==> config.mk <==
export PLATFORM = sky130hd
export DESIGN_NAME = song_sequencer
export DESIGN_NICKNAME = d
export VERILOG_FILES = /design/src/rtl/song_seq_pkg.sv /design/src/rtl/song_score_ram.sv /design/src/rtl/song_sequencer.sv
export SDC_FILE = /design/constraint.sdc
export NUM_CORES = 2
export LEC_CHECK = 0
export BUFFER_PORTS_ARGS = -buffer_cell sky130_fd_sc_hd__buf_2
export CAP_MARGIN = 20
export CORE_UTILIZATION = 55
export CTS_BUF_LIST = sky130_fd_sc_hd__clkbuf_16
export CTS_CLUSTER_SIZE = 16
export DETAILED_ROUTE_END_ITERATION = 6
export PLACE_DENSITY = 0.8
export SLEW_MARGIN = 20
export SYNTH_ARGS = -nofsm -noshare
export SYNTH_HDL_FRONTEND = slang
export SYNTH_SLANG_ARGS = --single-unit
==> constraint.sdc <==
create_clock -name CLK -period 14.96 [get_ports CLK]
set_input_delay 2.244 -clock CLK [delete_from_list [all_inputs] [get_ports CLK]]
set_output_delay 2.244 -clock CLK [all_outputs]
set_load 0.01 [all_outputs]
==> src/rtl/song_seq_pkg.sv <==
// Shared types and constants for the song sequencer: FSM state encoding,
// host register offsets, score entry field positions and a tick-period helper.
package song_seq_pkg;

    typedef enum logic [2:0] {
        IDLE  = 3'd0,
        FETCH = 3'd1,
        LOAD  = 3'd2,
        PLAY  = 3'd3,
        GAP   = 3'd4
    } state_t;

    localparam logic [1:0] REG_CTRL   = 2'd0;
    localparam logic [1:0] REG_TICK   = 2'd1;
    localparam logic [1:0] REG_STATUS = 2'd2;

    localparam int DUR_MSB = 31;
    localparam int DUR_LSB = 24;

    // A programmed period of 0 behaves like 1 so the prescaler always ticks.
    function automatic logic [23:0] eff_period(input logic [23:0] period);
        return (period == 24'd0) ? 24'd1 : period;
    endfunction

endpackage

==> src/rtl/song_score_ram.sv <==
// Score storage: DEPTH x 32 simple dual-port RAM with synchronous reads.
// Port A belongs to the host, port B to the sequencer. A port B read of an
// address being written on port A in the same cycle returns the old word.
module song_score_ram
    import song_seq_pkg::*;
#(
    parameter int DEPTH = 64,
    parameter int IDX_W = $clog2(DEPTH)
) (
    input  logic             clk_i,
    input  logic [IDX_W-1:0] a_addr_i,
    input  logic             a_we_i,
    input  logic             a_re_i,
    input  logic [31:0]      a_wdata_i,
    output logic [31:0]      a_rdata_o,
    input  logic [IDX_W-1:0] b_addr_i,
    output logic [31:0]      b_rdata_o
);

    logic [31:0] mem_q [DEPTH];
    logic [31:0] a_rdata_q;
    logic [31:0] b_rdata_q;

    // Read-before-write memory array with a registered read on each port.
    always_ff @(posedge clk_i) begin
        if (a_we_i) begin
            mem_q[a_addr_i] <= a_wdata_i;
        end
        if (a_re_i) begin
            a_rdata_q <= mem_q[a_addr_i];
        end
        b_rdata_q <= mem_q[b_addr_i];
    end

    assign a_rdata_o = a_rdata_q;
    assign b_rdata_o = b_rdata_q;

endmodule

==> src/rtl/song_sequencer.sv <==
// Score player: walks the score RAM at a programmable tick rate and drives the
// packed keycode word for the I2S tone stage, inserting silence between notes
// so that a repeated key is seen to drop and retrigger.
module song_sequencer
    import song_seq_pkg::*;
#(
    parameter int DEPTH     = 64,
    parameter int GAP_TICKS = 1,
    localparam int IDX_W    = $clog2(DEPTH)
) (
    input  logic             CLK,
    input  logic             RESET,
    input  logic [IDX_W:0]   avs_address,
    input  logic             avs_write,
    input  logic             avs_read,
    input  logic [31:0]      avs_writedata,
    output logic [31:0]      avs_readdata,
    output logic [31:0]      song,
    output logic             playing,
    output logic [IDX_W-1:0] note_index,
    output logic             song_done
);

    localparam logic [IDX_W-1:0] LAST_IDX = IDX_W'(DEPTH - 1);
    localparam logic [7:0]       GAP_LEN  = 8'(GAP_TICKS);

    state_t           state_q, state_d;
    logic [1:0]       ctrl_q, ctrl_d;        // {loop, run}
    logic [23:0]      tick_q, tick_d;
    logic [23:0]      presc_q, presc_d;
    logic [7:0]       dur_q, dur_d;          // remaining note or gap ticks
    logic [IDX_W-1:0] idx_q, idx_d;
    logic [31:0]      song_q, song_d;
    logic             done_q, done_d;
    logic             playing_q;
    logic [31:0]      reg_rd_q, reg_rd_d;
    logic             ram_sel_q;

    logic [31:0]      ram_a_rdata_s, ram_b_rdata_s;
    logic [7:0]       entry_dur_s;
    logic             tick_s, adv_s, stop_s, adv_stop_s;
    logic             reg_wr_s;
    logic [IDX_W-1:0] adv_idx_s;

    assign entry_dur_s = ram_b_rdata_s[DUR_MSB:DUR_LSB];
    assign reg_wr_s    = avs_write & avs_address[IDX_W];
    // Compared against the live period so a mid-note TICK_PERIOD write applies at once.
    assign tick_s      = (presc_q >= (eff_period(tick_q) - 24'd1));
    assign adv_stop_s  = (idx_q == LAST_IDX) & ~ctrl_q[1];
    assign adv_idx_s   = (idx_q == LAST_IDX) ? {IDX_W{1'b0}} : (idx_q + IDX_W'(1));

    song_score_ram #(
        .DEPTH (DEPTH),
        .IDX_W (IDX_W)
    ) u_ram (
        .clk_i     (CLK),
        .a_addr_i  (avs_address[IDX_W-1:0]),
        .a_we_i    (avs_write & ~avs_address[IDX_W]),
        .a_re_i    (avs_read & ~avs_address[IDX_W]),
        .a_wdata_i (avs_writedata),
        .a_rdata_o (ram_a_rdata_s),
        .b_addr_i  (idx_q),
        .b_rdata_o (ram_b_rdata_s)
    );

    // Sequencer FSM next state, with host CTRL/TICK writes applied last so they win.
    always_comb begin
        state_d = state_q;
        ctrl_d  = ctrl_q;
        tick_d  = tick_q;
        presc_d = presc_q;
        dur_d   = dur_q;
        idx_d   = idx_q;
        song_d  = song_q;
        done_d  = 1'b0;
        adv_s   = 1'b0;
        stop_s  = 1'b0;

        case (state_q)
            IDLE: begin
                song_d = 32'h0000_0000;
            end
            FETCH: begin
                state_d = LOAD;
            end
            LOAD: begin
                if (entry_dur_s != 8'd0) begin
                    song_d  = {8'h00, ram_b_rdata_s[23:0]};
                    presc_d = 24'd0;
                    dur_d   = entry_dur_s;
                    state_d = PLAY;
                end else if (ctrl_q[1] && (idx_q != {IDX_W{1'b0}})) begin
                    idx_d   = {IDX_W{1'b0}};
                    state_d = FETCH;
                end else begin
                    // End marker; at index 0 this also stops a looping empty score.
                    stop_s = 1'b1;
                end
            end
            PLAY: begin
                if (tick_s) begin
                    presc_d = 24'd0;
                    if (dur_q <= 8'd1) begin
                        song_d = 32'h0000_0000;
                        if (GAP_TICKS > 0) begin
                            dur_d   = GAP_LEN;
                            state_d = GAP;
                        end else begin
                            adv_s = 1'b1;
                        end
                    end else begin
                        dur_d = dur_q - 8'd1;
                    end
                end else begin
                    presc_d = presc_q + 24'd1;
                end
            end
            GAP: begin
                if (tick_s) begin
                    presc_d = 24'd0;
                    if (dur_q <= 8'd1) begin
                        adv_s = 1'b1;
                    end else begin
                        dur_d = dur_q - 8'd1;
                    end
                end else begin
                    presc_d = presc_q + 24'd1;
                end
            end
            default: begin
                song_d  = 32'h0000_0000;
                state_d = IDLE;
            end
        endcase

        if (stop_s || (adv_s && adv_stop_s)) begin
            done_d    = 1'b1;
            ctrl_d[0] = 1'b0;
            song_d    = 32'h0000_0000;
            state_d   = IDLE;
        end else if (adv_s) begin
            idx_d   = adv_idx_s;
            state_d = FETCH;
        end else begin
            done_d = 1'b0;
        end

        if (reg_wr_s) begin
            case (avs_address[1:0])
                REG_CTRL: begin
                    ctrl_d[1] = avs_writedata[1];
                    if (state_q == IDLE) begin
                        ctrl_d[0] = avs_writedata[0];
                        if (avs_writedata[0]) begin
                            idx_d   = {IDX_W{1'b0}};
                            state_d = FETCH;
                        end else begin
                            state_d = IDLE;
                        end
                    end else if (!avs_writedata[0]) begin
                        // Host stop: silence next cycle, keep the index, no done pulse.
                        ctrl_d[0] = 1'b0;
                        song_d    = 32'h0000_0000;
                        done_d    = 1'b0;
                        state_d   = IDLE;
                    end else begin
                        ctrl_d[0] = ctrl_d[0];
                    end
                end
                REG_TICK: begin
                    tick_d = avs_writedata[23:0];
                end
                default: begin
                    tick_d = tick_d;
                end
            endcase
        end else begin
            tick_d = tick_d;
        end
    end

    // Register-file read mux, sampled into the read-data register on avs_read.
    always_comb begin
        reg_rd_d = 32'h0000_0000;
        case (avs_address[1:0])
            REG_CTRL:   reg_rd_d = {30'h0000_0000, ctrl_q};
            REG_TICK:   reg_rd_d = {8'h00, tick_q};
            REG_STATUS: begin
                reg_rd_d[31]          = playing_q;
                reg_rd_d[IDX_W-1:0]   = idx_q;
            end
            default:    reg_rd_d = 32'h0000_0000;
        endcase
    end

    // State, register file, counters, outputs and host read-data registers.
    always_ff @(posedge CLK or posedge RESET) begin
        if (RESET) begin
            state_q   <= IDLE;
            ctrl_q    <= 2'b00;
            tick_q    <= 24'd0;
            presc_q   <= 24'd0;
            dur_q     <= 8'd0;
            idx_q     <= {IDX_W{1'b0}};
            song_q    <= 32'h0000_0000;
            done_q    <= 1'b0;
            playing_q <= 1'b0;
            reg_rd_q  <= 32'h0000_0000;
            ram_sel_q <= 1'b0;
        end else begin
            state_q   <= state_d;
            ctrl_q    <= ctrl_d;
            tick_q    <= tick_d;
            presc_q   <= presc_d;
            dur_q     <= dur_d;
            idx_q     <= idx_d;
            song_q    <= song_d;
            done_q    <= done_d;
            playing_q <= (state_d != IDLE);
            if (avs_read) begin
                ram_sel_q <= ~avs_address[IDX_W];
                reg_rd_q  <= reg_rd_d;
            end
        end
    end

    assign avs_readdata = ram_sel_q ? ram_a_rdata_s : reg_rd_q;
    assign song         = song_q;
    assign playing      = playing_q;
    assign note_index   = idx_q;
    assign song_done    = done_q;

endmodule

==> impl_results.md <==
- Initial antenna violation count: 13
- GRT overflow: 0
- Chip height: 434 um
- Root buffer cell: clkbuf_16
- Mapped Area: 102000 sq um
- 1st-iter DRT viols: 10.8k
- Global-route wire length before repair: 459 mm
- CP cell instances: buf_8 -> buf_4 -> buf_4 -> buf_4 -> mux4_2 -> mux4_2 -> mux2_2 -> a221o_1
- Number of global-route vias before repair: 59.6k
- Placeable Area: 185000 sq um
- Critical Path Sink Type: flop
- Setup TNS: 0 ns
- Sequential element share of the synthesized area: 64.7%
- Synth warn: 0
- Fraction of layout cells with a size suffix above 1: 36.8%
- Syn_area_per_cell: 20.7 sq um
- Clk sinks: 2239
- Number of H-tree levels: 4
- DR vias/cell: 7.78
- DR vias: 60.3k
- Main synth FF type: edfxtp_1
- Final setup vio count: 0
- # hold bufs at CTS: 0
- Outcome: finished, violations left
- Static Leak: 36.7 nW
- Post-DP HPWL: 181 mm
- FILL cells: 12.3k
- Hold/Removal Path Class: flop to flop
- WP buf/inv: 4
- Initial Util: 55.3%
- Routability Congestion: 0.927
- Slowest-stage cell, CP: buf_4
- First-pass DRT Iterations: 7
- Post-Route Utilization: 61.3%
- Gate Count Post-Synth: 4956
- Failing checks: DRC
- Fmax: 157 MHz
- DRT antenna net count: 0
- Longest Clk Path Bufs: 3
- Dpl cell area: 106000 sq um
- Clock-pin slew on the worst setup and hold paths: 0.06 ns
- Reg2Reg Setup Slack: 8.94 ns
- Post-synth ARST share: 5.67%
- Die extent in x: 434 um
- Tcrit/Tclk final: 42.5%
- Most frequent cells in the layout: 2080 x edfxtp_1, 1174 x mux4_2, 226 x clkbuf_16, 185 x mux2i_1, 155 x buf_4
- # port buffers: 114
- WP data arrival: 6.98 ns
- Commonest non-fill, non-tap cell in the layout: edfxtp_1
- Number of synthesized flops with an enable pin: 2080
- Register area: 66300 sq um
- Post-synth net total: 5029
- Max-cap violations: 0
- Ports: 115
- Max incr delay on CP: 0.84 ns
- PostCTS Resize Cnt: 0
- Remaining DRCs: 1
- CTS buffer count: 218
- Worst-Skew Late Latency: 0.89 ns
- Area growth from synthesis to layout: 10.9%
- Yosys reg bits: 2239
- Nets: 5143
- # Post-CTS Setup Buffers: 0
- Largest net degree at the start of global routing: 148
- Die area: 188000 sq um
- Area of the multi-input gates: 34900 sq um
- Max VDD drop: 0.289 mV
- Routed length per instance: 42.7 um
- Final WL: 331 mm
- Final min period: 6.36 ns
- Count of different cell masters after synthesis: 71
- Worst-margin pin slew: 1.28 ns
- CTS tree: built
- Fin. max-slew vios: 0
- Global-route usage over all layers: 35.6%
- Slew HR: 14.5%
- RSZ-0062 raised after global routing: no
- Worst-path maximum fanout: 65
- Most used cell, CP: buf_4
- Final Skew: 0.0508 ns
- Startpoint types: input port
- Final hold vios: 0
- CP required: 15.58 ns
- Pwr Density: 150 nW/um^2
- Crit Path Category: input port to flop
- CP top delay family: buffers and inverters
- Post-route cell area: 114000 sq um
- Core Rows: 158
[registers in the layout, indices dropped and copies added (netlist names)]
signal / cells
ram_sel_q: 1
playing: 1
note_index: 6
song: 32
ctrl_q: 2
presc_q: 24
reg_rd_q: 25
u_ram.a_rdata_o: 32
u_ram.b_rdata_o: 32
song_done: 1
dur_q: 8
u_ram.mem_q: 2048
state_q: 3
tick_q: 24
[final timing paths]
check | startpoint | endpoint | depth (start not counted)
max in group asynchronous | RESET | song[18] | 3
min reg2reg | u_ram.b_rdata_o[12] | song[12] | 1
max reg2reg | tick_q[18] | song[3] | 21
min in group asynchronous | RESET | song[19] | 2
max | avs_address[0] | u_ram.a_rdata_o[23] | 8
min | u_ram.b_rdata_o[12] | song[12] | 1
[cells in the mapped netlist (21+ instances only)]
master / number / area share, %
a22oi_1: 21 / 0.15
nor2_1: 159 / 0.58
a22o_1: 28 / 0.24
buf_4: 21 / 0.15
dfrtp_1: 127 / 3.1
ha_1: 30 / 0.37
edfxtp_1: 2080 / 61
mux2_2: 78 / 0.86
o21ai_0: 78 / 0.38
mux4_2: 1174 / 26
buf_2: 130 / 0.63
buf_1: 40 / 0.15
clkbuf_1: 171 / 0.63
o22ai_1: 79 / 0.48
and2_1: 23 / 0.14
inv_1: 34 / 0.12
nand2_1: 113 / 0.41
dfxtp_1: 32 / 0.63
mux2i_1: 185 / 1.8
nor3_1: 27 / 0.13
a21oi_1: 65 / 0.32
[per-stage QoR]
step           total power, W  worst slack [ns]  hold slack (ns)  instances
4_1_cts                0.0170              8.50            0.446       7738
3_5_place_dp           0.0115              7.58            0.438       7328
3_3_place_gp           0.0114              7.63            0.434       7327
5_1_grt                0.0174              8.16            0.463       7741
6_report               0.0171              8.60            0.451       7749
2_1_floorplan          0.0102              9.33            0.427       4956
[power breakdown]
part	internal (W)	total [W]	switching (W)
sequential	0.00700	0.00725	0.000251
combinational	0.00198	0.00420	0.00222
clock	0.00314	0.00562	0.00248
total	0.0121	0.0171	0.00494
[metal layers]
metal	global-route usage (%)	vias up	routed length, um
met1	45.6	31000	104000
met5	0.572	-	322
li1	-	21700	-
met2	51.8	6290	147000
met3	13.8	1228	56400
met4	21.0	26	23300
[logic make-up (layout without fill, tap and decap cells)]
family | Yosys count | in the layout | synth area share (%)
compound gates | 378 | 378 | 2.46
buf+inv | 405 | 709 | 1.77
mux | 1437 | 1437 | 28.5
flops | 2239 | 2239 | 64.7
xor+xnor | 36 | 36 | 0.308
simple gates | 431 | 431 | 1.94
fa+ha+maj | 30 | 30 | 0.366
other cells | 0 | 9 | 0
[area by class of cell]
cell class	instances	share of cell area, %
Sequential cell	2239	58.3
Tap cell	2480	2.73
Antenna cell	9	0.0198
Clock inverter	184	1.43
Clock buffer	226	4.98
Timing Repair Buffer	263	1.66
Multi-Input combinational cell	2312	30.7
Inverter	36	0.123
Note: power is estimated with default switching activity, not from simulation.
